`config.mk`:
```
export PLATFORM = sky130hd
export DESIGN_NAME = uart_mem_arb
export DESIGN_NICKNAME = d
export VERILOG_FILES = /design/src/rtl/uart_mem_arb.sv
export SDC_FILE = /design/constraint.sdc
export NUM_CORES = 1
export LEC_CHECK = 0
export CORE_UTILIZATION = 42
export CTS_CLUSTER_DIAMETER = 60
export DETAILED_ROUTE_END_ITERATION = 8
export GPL_TIMING_DRIVEN = 0
export PLACE_DENSITY = 0.82
export RECOVER_POWER = 100
export SKIP_CTS_REPAIR_TIMING = 1
export SYNTH_ARGS = -nofsm -noshare
export SYNTH_HDL_FRONTEND = slang
export SYNTH_SLANG_ARGS = --single-unit
export TNS_END_PERCENT = 100
```
`constraint.sdc`:
```
create_clock -name i_clk -period 2.74 [get_ports i_clk]
set_input_delay 0.822 -clock i_clk [delete_from_list [all_inputs] [get_ports i_clk]]
set_output_delay 0.822 -clock i_clk [all_outputs]
set_load 0.005 [all_outputs]
```
`src/rtl/uart_mem_arb.sv`:
```
// Round-robin arbiter that shares the single-port UART frame RAM between the
// RX byte writer (requester 0) and the TX readback reader (requester 1).
module uart_mem_arb #(
    parameter int ADDR_W = 10,
    parameter int DATA_W = 8,
    parameter int RD_LAT = 2,
    parameter int CNT_W  = 16
) (
    input  logic              i_clk,
    input  logic              i_reset,
    input  logic              i_wr_req,
    input  logic [ADDR_W-1:0] i_wr_addr,
    input  logic [DATA_W-1:0] i_wr_data,
    output logic              o_wr_ack,
    input  logic              i_rd_req,
    input  logic [ADDR_W-1:0] i_rd_addr,
    output logic              o_rd_ack,
    output logic              o_rd_valid,
    output logic [DATA_W-1:0] o_rd_data,
    output logic              o_mem_en,
    output logic              o_mem_wen,
    output logic [ADDR_W-1:0] o_mem_addr,
    output logic [DATA_W-1:0] o_mem_wdata,
    input  logic [DATA_W-1:0] i_mem_rdata,
    output logic [CNT_W-1:0]  o_conflict_cnt
);

    typedef enum logic {
        OWNER_WR = 1'b0,
        OWNER_RD = 1'b1
    } owner_e;

    owner_e            last_r;
    owner_e            last_nxt_s;
    logic              wr_elig_s;
    logic              rd_elig_s;
    logic              wr_gnt_s;
    logic              rd_gnt_s;
    logic              conflict_s;
    logic [RD_LAT-1:0] rd_tag_r;
    logic [RD_LAT-1:0] rd_tag_nxt_s;

    // A requester whose ack is showing was granted last cycle and sits this one out
    always_comb begin
        wr_elig_s = i_wr_req & ~o_wr_ack;
        rd_elig_s = i_rd_req & ~o_rd_ack;
    end

    // Grant selection; the pointer only moves when both compete
    always_comb begin
        wr_gnt_s   = 1'b0;
        rd_gnt_s   = 1'b0;
        last_nxt_s = last_r;
        case ({wr_elig_s, rd_elig_s})
            2'b10: wr_gnt_s = 1'b1;
            2'b01: rd_gnt_s = 1'b1;
            2'b11: begin
                if (last_r == OWNER_RD) begin
                    wr_gnt_s   = 1'b1;
                    last_nxt_s = OWNER_WR;
                end else begin
                    rd_gnt_s   = 1'b1;
                    last_nxt_s = OWNER_RD;
                end
            end
            default: begin
                wr_gnt_s = 1'b0;
                rd_gnt_s = 1'b0;
            end
        endcase
    end

    // Contention: both asking, only one served
    always_comb begin
        conflict_s = i_wr_req & i_rd_req & (wr_gnt_s ^ rd_gnt_s);
    end

    // Next value of the read tag pipe; stage 0 is loaded from the read command cycle
    always_comb begin
        rd_tag_nxt_s    = '0;
        rd_tag_nxt_s[0] = o_rd_ack;
        for (int i = 1; i < RD_LAT; i++) begin
            rd_tag_nxt_s[i] = rd_tag_r[i-1];
        end
    end

    // Memory port and acks, driven one cycle after the grant decision
    always_ff @(posedge i_clk or negedge i_reset) begin
        if (!i_reset) begin
            o_wr_ack    <= 1'b0;
            o_rd_ack    <= 1'b0;
            o_mem_en    <= 1'b0;
            o_mem_wen   <= 1'b0;
            o_mem_addr  <= '0;
            o_mem_wdata <= '0;
            last_r      <= OWNER_RD;
        end else begin
            o_wr_ack  <= wr_gnt_s;
            o_rd_ack  <= rd_gnt_s;
            o_mem_en  <= wr_gnt_s | rd_gnt_s;
            o_mem_wen <= wr_gnt_s;
            last_r    <= last_nxt_s;
            if (wr_gnt_s) begin
                o_mem_addr  <= i_wr_addr;
                o_mem_wdata <= i_wr_data;
            end else if (rd_gnt_s) begin
                o_mem_addr <= i_rd_addr;
            end
        end
    end

    // Read return: tag pipe tracks BRAM latency, data captured when the tag emerges
    always_ff @(posedge i_clk or negedge i_reset) begin
        if (!i_reset) begin
            rd_tag_r   <= '0;
            o_rd_valid <= 1'b0;
            o_rd_data  <= '0;
        end else begin
            rd_tag_r   <= rd_tag_nxt_s;
            o_rd_valid <= rd_tag_r[RD_LAT-1];
            if (rd_tag_r[RD_LAT-1]) begin
                o_rd_data <= i_mem_rdata;
            end
        end
    end

    // Saturating contention counter
    always_ff @(posedge i_clk or negedge i_reset) begin
        if (!i_reset) begin
            o_conflict_cnt <= '0;
        end else if (conflict_s && (o_conflict_cnt != {CNT_W{1'b1}})) begin
            o_conflict_cnt <= o_conflict_cnt + {{(CNT_W-1){1'b0}}, 1'b1};
        end
    end

endmodule

```
==> results of run 1 <==
==> metrics by stage <==
step | worst slack [ps] | setup TNS, ps | utilization, % | instance area [µm²]
floorplan | 41.8 | 0 | - | 2080
global placement | -678 | -34060 | 63.6 | 3020
detailed placement | -685 | -8900 | 63.9 | 3040
CTS | -377 | -3510 | 65.8 | 3130
global route | 140 | 0 | 67.4 | 3210
finish | 255 | 0 | 67.4 | 3210
==> logic make-up after synthesis <==
family,Yosys count,share of synthesized area [%]
mux,27,14.0
xor+xnor,15,6.32
fa+ha+maj,2,1.20
compound gates,14,3.61
buf+inv,11,2.35
simple gates,47,13.4
flops,49,59.1
==> cell usage after synthesis, types with 2 or more instances <==
| library cell | number |
|---|---|
| mux2_2 | 17 |
| nor3_1 | 5 |
| dfrtp_1 | 48 |
| nor4b_1 | 2 |
| xor2_1 | 15 |
| nor3b_1 | 3 |
| mux2i_1 | 10 |
| nand3_1 | 4 |
| nor4_1 | 3 |
| nor2_1 | 2 |
| buf_2 | 3 |
| nand2_1 | 15 |
| clkbuf_1 | 4 |
| inv_1 | 3 |
| o21ai_0 | 12 |
| ha_1 | 2 |
| nand4_1 | 5 |
==> registers in the layout (all words and copies together), names as in the netlist <==
| register | cells |
|---|---|
| o_mem_en | 1 |
| o_mem_wen | 1 |
| o_conflict_cnt | 16 |
| rd_tag_r | 2 |
| last_r | 1 |
| o_rd_valid | 1 |
| o_mem_addr | 10 |
| o_mem_wdata | 8 |
| o_rd_data | 8 |
| o_rd_ack | 1 |
==> final cells by class <==
class                      instances  area share, %
timing repair buffer              91           27.8
clock buffer                       8           2.81
buffer                             8           1.37
sequential                        49           38.3
inverter                           3          0.351
tap                               67           2.62
multi-input combinational        105           26.7
==> power by group through the flow <==
| stage | registers (W) | logic [W] | clock network (W) |
|---|---|---|---|
| after global placement | 0.00109 | 0.000829 | 0 |
| after global routing | 0.00110 | 0.000868 | 0.000469 |
| final | 0.00107 | 0.000779 | 0.000432 |
| after floorplan | 0.00111 | 0.000283 | 0 |
| after detailed placement | 0.00109 | 0.000850 | 0 |
| after CTS | 0.00108 | 0.000852 | 0.000449 |
==> worst register-to-register path: cells and delay by family (launching register included) <==
kind / cells / cell delay (ps)
AOI/OAI and AO/OA: 1 / 160
xor gates and xnor gates: 1 / 180
adders and majority gates: 1 / 270
buffers and inverters: 2 / 160
DFF: 1 / 440
and+or+nand+nor: 4 / 840
==> per-layer routing <==
layer	share of wire (%)	wire length [µm]
met1	45	1940
met2	48	2060
met3	6.3	274
met4	1.0	44
met5	0	0
==> worst paths after layout <==
| path | startpoint | to |
|---|---|---|
| worst max register to register | o_mem_wen$_DFF_PN0_ | o_conflict_cnt[12]$_DFFE_PN0P_ |
| min in group asynchronous | i_reset | o_mem_addr[2]$_DFFE_PN0P_ |
| max in group asynchronous | i_reset | o_rd_data[0]$_DFFE_PN0P_ |
| worst min-delay path | rd_tag_r[0]$_DFF_PN0_ | rd_tag_r[1]$_DFF_PN0_ |
| worst max-delay path | i_rd_req | o_conflict_cnt[12]$_DFFE_PN0P_ |
| worst min register to register | rd_tag_r[0]$_DFF_PN0_ | rd_tag_r[1]$_DFF_PN0_ |
==> results.py, run 1 <==
metrics = {
    "outcome": {
        "status": "completed",
    },
    "drt": {
        "dr.pass1.iters": 4,
        "via_per_inst": 4.84,
        "wirelength_mm": 4.32,
        "ant_nets": 0,
        "dr_total_vias": 1601,
        "drt_iter0_markers": 36,
        "drc": 0,
        "wl_per_cell_um": 13.1,
    },
    "clock_network": {
        "clock-sinks": 49,
        "cts_root_buffer": "clkbuf_8",
        "clk_pin_slew_ps": 90,
        "numCtsBuffers": 5,
        "cts.path.max_buffers": 2,
        "ctsHtreeMaxLevel": 2,
        "cts_tree": "built",
        "clkLatencyLatePin_ps": 300,
    },
    "power_and_ir_drop": {
        "pwr-share-comb_pct": 34.1,
        "peakVddDrop_uv": 422,
        "p_int_w": 0.00165,
        "p_clk_share_pct": 18.9,
        "p_sw_w": 0.000635,
        "p_sw_share_pct": 27.8,
        "leakage_nw": 1.44,
        "p_per_area_mw_per_mm2": 712,
        "power.total_w": 0.00228,
        "power.share.sequential_pct": 46.9,
    },
    "die": {
        "chipWidth_um": 72.3,
        "core_mm2": 0.00475,
        "die_h_um": 72.3,
        "top_level_ports": 87,
        "initial_core_util_pct": 43.7,
        "row_count": 25,
        "die_area_mm2": 0.00523,
    },
    "final_layout": {
        "mostFrequentLayoutCell": "dlygate4sd3_1",
        "final_cell_mix": "dlygate4sd3_1, dfrtp_1, clkdlybuf4s50_1",
        "multi_input_area_um2": 857,
        "regArea_mm2": 0.00123,
        "layout.nets": 305,
        "instances_no_fill": 331,
        "area_growth_pct": 54.2,
        "drive_above_1_share_pct": 17.4,
        "fill_cells": 382,
        "n_antenna_cell": 0,
    },
    "yosys": {
        "synth_area_leaders": "dfrtp_1, mux2_2, xor2_1",
        "synth_cell_types": 29,
        "synth-seq-area-share_pct": 59.1,
        "syn_nets": 207,
        "synth_edf_count": 0,
        "synthFlopType": "dfrtp_1",
        "syn_avg_cell_area_um2": 12.6,
        "ys_async_sr_fraction_pct": 100,
        "synth_warnings": 0,
        "yosysTopAreaCell": "dfrtp_1",
        "synth_top_area_share_pct": 57.8,
        "synthesis.instances": 165,
        "syn_area_mm2": 0.00208,
        "synth_seq_cells": 49,
    },
    "grt": {
        "track_usage_pct": 17.6,
        "grt_antenna_before_repair": 0,
        "grt.met2_usage_pct": 29.9,
        "gr-usage-met3_pct": 4.72,
        "grt_pass1_wl_mm": 7.18,
        "grt.busiest_layer": "met2",
        "first_global_vias": 1576,
        "grt-ovfl-total": 0,
        "grt_max_degree": 28,
        "use_met1_pct": 21.9,
    },
    "setup_path": {
        "crit_arrival_ps": 2700,
        "slowest_stage": "or3_4",
        "r2r_slack_ps": 610,
        "start_kind": "input pin",
        "path_class": "input pin to flop",
        "crit_buf_inv": 3,
        "path_depth": 10,
        "cp-end-kind": "flop",
        "path_cells": "clkdlybuf4s25_1, nand2b_1, o21a_1, buf_6, inv_1, ha_1, nand3_2, or3_4, nor3b_2, xor2_1",
        "cp_top_family": "simple AND/OR/NAND/NOR gates",
        "crit_path_max_fanout": 5,
        "critical_path.max_stage_delay_ps": 420,
        "worstPathRequired_ps": 2960,
        "r2r_cells": 9,
    },
    "sta": {
        "fin_crit_ps": 2490,
        "fmax_ghz": 0.402,
        "min_period_over_period_pct": 90.7,
        "rsz0062_at_grt": "no",
        "fin_skew_ps": 6.98,
        "hold_ws_ps": 367,
        "hold_viol": 0,
        "tightest_slew_ps": 1180,
        "max-slew-margin-rel_pct": 21.3,
        "setup_viol": 0,
        "maxSlewViolCount": 0,
    },
    "place": {
        "placed_cells": 319,
        "place.gp.congestion": 0.736,
        "io_buffers": 86,
        "hpwl_mm": 3.10,
    },
    "worst_hold_path": {
        "holdCritPathClass": "flop to flop",
        "min_path_cells": 0,
    },
    "run": {
        "drv_cap": 0,
    },
}
Note: power is estimated with default switching activity, not from simulation.
==> inputs of run 2 (changes only) <==
--- a/config.mk
+++ b/config.mk
@@ -9,4 +9,5 @@
 export CTS_CLUSTER_DIAMETER = 60
 export DETAILED_ROUTE_END_ITERATION = 8
+export GPL_ROUTABILITY_DRIVEN = 0
 export GPL_TIMING_DRIVEN = 0
 export PLACE_DENSITY = 0.82
==> constraint.sdc (replaced) <==
create_clock -name i_clk -period 2.74 [get_ports i_clk]
set_input_delay 0.822 -clock i_clk [delete_from_list [all_inputs] [get_ports i_clk]]
set_output_delay 0.822 -clock i_clk [all_outputs]
set_load 0.01 [all_outputs]
==> results.py, run 2 (synthesis gave the netlist of run 1 again) <==
metrics = {
    "setup_path": {
        "r2r_slack_ps": 610,
        "slowest_stage": "or3_4",
        "crit_path_max_fanout": 5,
        "critical_path.max_stage_delay_ps": 420,
        "r2r_cells": 9,
        "crit_buf_inv": 3,
        "worstReg2RegEnd": "o_conflict_cnt[12]$_DFFE_PN0P_",
        "path_class": "input pin to flop",
        "path_cells": "clkdlybuf4s25_1, nand2b_1, o21a_1, buf_6, inv_1, ha_1, nand3_2, or3_4, nor3b_2, xor2_1",
        "worstPathRequired_ps": 2960,
        "cp-end-kind": "flop",
        "timing.rr.start": "o_mem_wen$_DFF_PN0_",
        "start_kind": "input pin",
        "crit_arrival_ps": 2690,
        "cp_top_family": "simple AND/OR/NAND/NOR gates",
    },
    "drt": {
        "ant_nets": 0,
        "drc": 0,
        "wirelength_mm": 4.30,
        "drt_iter0_markers": 36,
        "via_per_inst": 4.83,
        "dr_total_vias": 1599,
        "dr.pass1.iters": 2,
        "wl_per_cell_um": 13.0,
    },
    "worst_hold_path": {
        "holdPathEnd": "rd_tag_r[1]$_DFF_PN0_",
        "worstHoldStart": "rd_tag_r[0]$_DFF_PN0_",
        "holdCritPathClass": "flop to flop",
        "min_path_cells": 0,
    },
    "final_layout": {
        "final_cell_mix": "dlygate4sd3_1, dfrtp_1, clkdlybuf4s50_1",
        "area_growth_pct": 54.2,
        "drive_above_1_share_pct": 17.4,
        "mostFrequentLayoutCell": "dlygate4sd3_1",
        "fin_area_mm2": 0.00321,
        "n_antenna_cell": 0,
        "largest_register": "o_conflict_cnt",
        "layout.nets": 305,
        "top_regs": "o_conflict_cnt: 16 flops, o_mem_addr: 10 flops",
        "largest_register_ffs": 16,
    },
    "power_and_ir_drop": {
        "peakVddDrop_uv": 450,
        "p_per_area_mw_per_mm2": 738,
        "leakage_nw": 1.44,
    },
    "clock_network": {
        "clkLatencyLatePin_ps": 300,
        "clk_pin_slew_ps": 90,
        "cts.path.max_buffers": 2,
        "clock-sinks": 49,
        "cts_root_buffer": "clkbuf_8",
        "cts_tree": "built",
        "numCtsBuffers": 5,
        "ctsHtreeMaxLevel": 2,
    },
    "grt": {
        "grt_antenna_before_repair": 0,
        "grt-ovfl-total": 0,
        "grt_pass1_wl_mm": 7.18,
        "track_usage_pct": 17.6,
        "grt_max_degree": 28,
        "first_global_vias": 1576,
    },
    "sta": {
        "fin_skew_ps": 7.13,
        "fin_crit_ps": 2480,
        "hold_viol": 0,
        "max-slew-margin-rel_pct": 21.8,
        "fin_setup_tns_ps": 0,
        "tightest_slew_ps": 1170,
        "rsz0062_at_grt": "no",
        "fmax_ghz": 0.404,
        "setup_viol": 0,
        "maxSlewViolCount": 0,
        "min_period_over_period_pct": 90.4,
    },
    "outcome": {
        "status": "completed",
    },
    "run": {
        "drv_cap": 0,
    },
    "die": {
        "top_level_ports": 87,
        "core_mm2": 0.00475,
        "die_area_mm2": 0.00523,
        "initial_core_util_pct": 43.7,
        "die_h_um": 72.3,
        "row_count": 25,
        "chipWidth_um": 72.3,
    },
    "place": {
        "hpwl_mm": 3.10,
        "dpl_cell_area_mm2": 0.00304,
        "io_buffers": 86,
    },
}
==> run 2: changes by cell type in the layout (fill, tap and decap cells not counted), sizes merged <==
cell	before	now
buf	5	6
clkbuf	17	16
clkdlybuf4s50	29	28
dlygate4sd3	54	55
==> run 2: cell type report <==
type | instances | area, µm²
flip-flops and latches | 49 | 1230
inverters | 3 | 11.3
multi-input cells | 105 | 857
well taps | 67 | 83.8
repair buffers | 91 | 892
fillers | 382 | 1550
plain buffers | 8 | 43.8
clock buffers | 8 | 90.1
==> run 2: per-layer routing <==
layer	global-route usage (%)	vias up	share of wire, %
met5	0	-	0
met4	5.23	0	0.98
met3	4.72	5	6.3
met2	29.9	55	47
met1	21.9	758	45
li1	-	781	-
==> run 2: power by group <==
part / internal (W) / switching (W)
clock: 0.000206 / 0.000225
combinational: 0.000502 / 0.000360
sequential: 0.000942 / 0.000129
==> run 2: worst max path at each step <==
stage | from | endpoint | slack [ps] | cells after the start
detailed placement | i_wr_req | o_conflict_cnt[14]$_DFFE_PN0P_ | -690 | 10
global placement | i_wr_req | o_conflict_cnt[14]$_DFFE_PN0P_ | -680 | 10
CTS | i_wr_req | o_conflict_cnt[14]$_DFFE_PN0P_ | -380 | 10
floorplan | i_wr_req | o_conflict_cnt[14]$_DFFE_PN0P_ | 40 | 9
global route | i_rd_req | o_conflict_cnt[12]$_DFFE_PN0P_ | 140 | 10
finish | i_rd_req | o_conflict_cnt[12]$_DFFE_PN0P_ | 260 | 10
==> run 2: worst reg2reg max path, delay by kind of cell (launching register included) <==
| kind | cells | cell delay, ps |
|---|---|---|
| adder cells (fa/ha/maj) | 1 | 270 |
| flip-flops | 1 | 440 |
| buffers and inverters | 2 | 160 |
| XOR/XNOR | 1 | 180 |
| AO/OA/AOI/OAI | 1 | 160 |
| AND/OR/NAND/NOR | 4 | 840 |
==> run 2: per-stage QoR <==
stage          utilization, %  setup slack, ps  power, W  hold WS (ps)  instances
6_report                 67.4              263   0.00236           367        331
5_1_grt                  67.4              140   0.00252           373        331
4_1_cts                  65.8             -377   0.00247           362        327
3_5_place_dp             63.9             -685   0.00203           341        319
3_3_place_gp             63.6             -678   0.00200           333        318
2_1_floorplan               -             41.7   0.00147           331        165
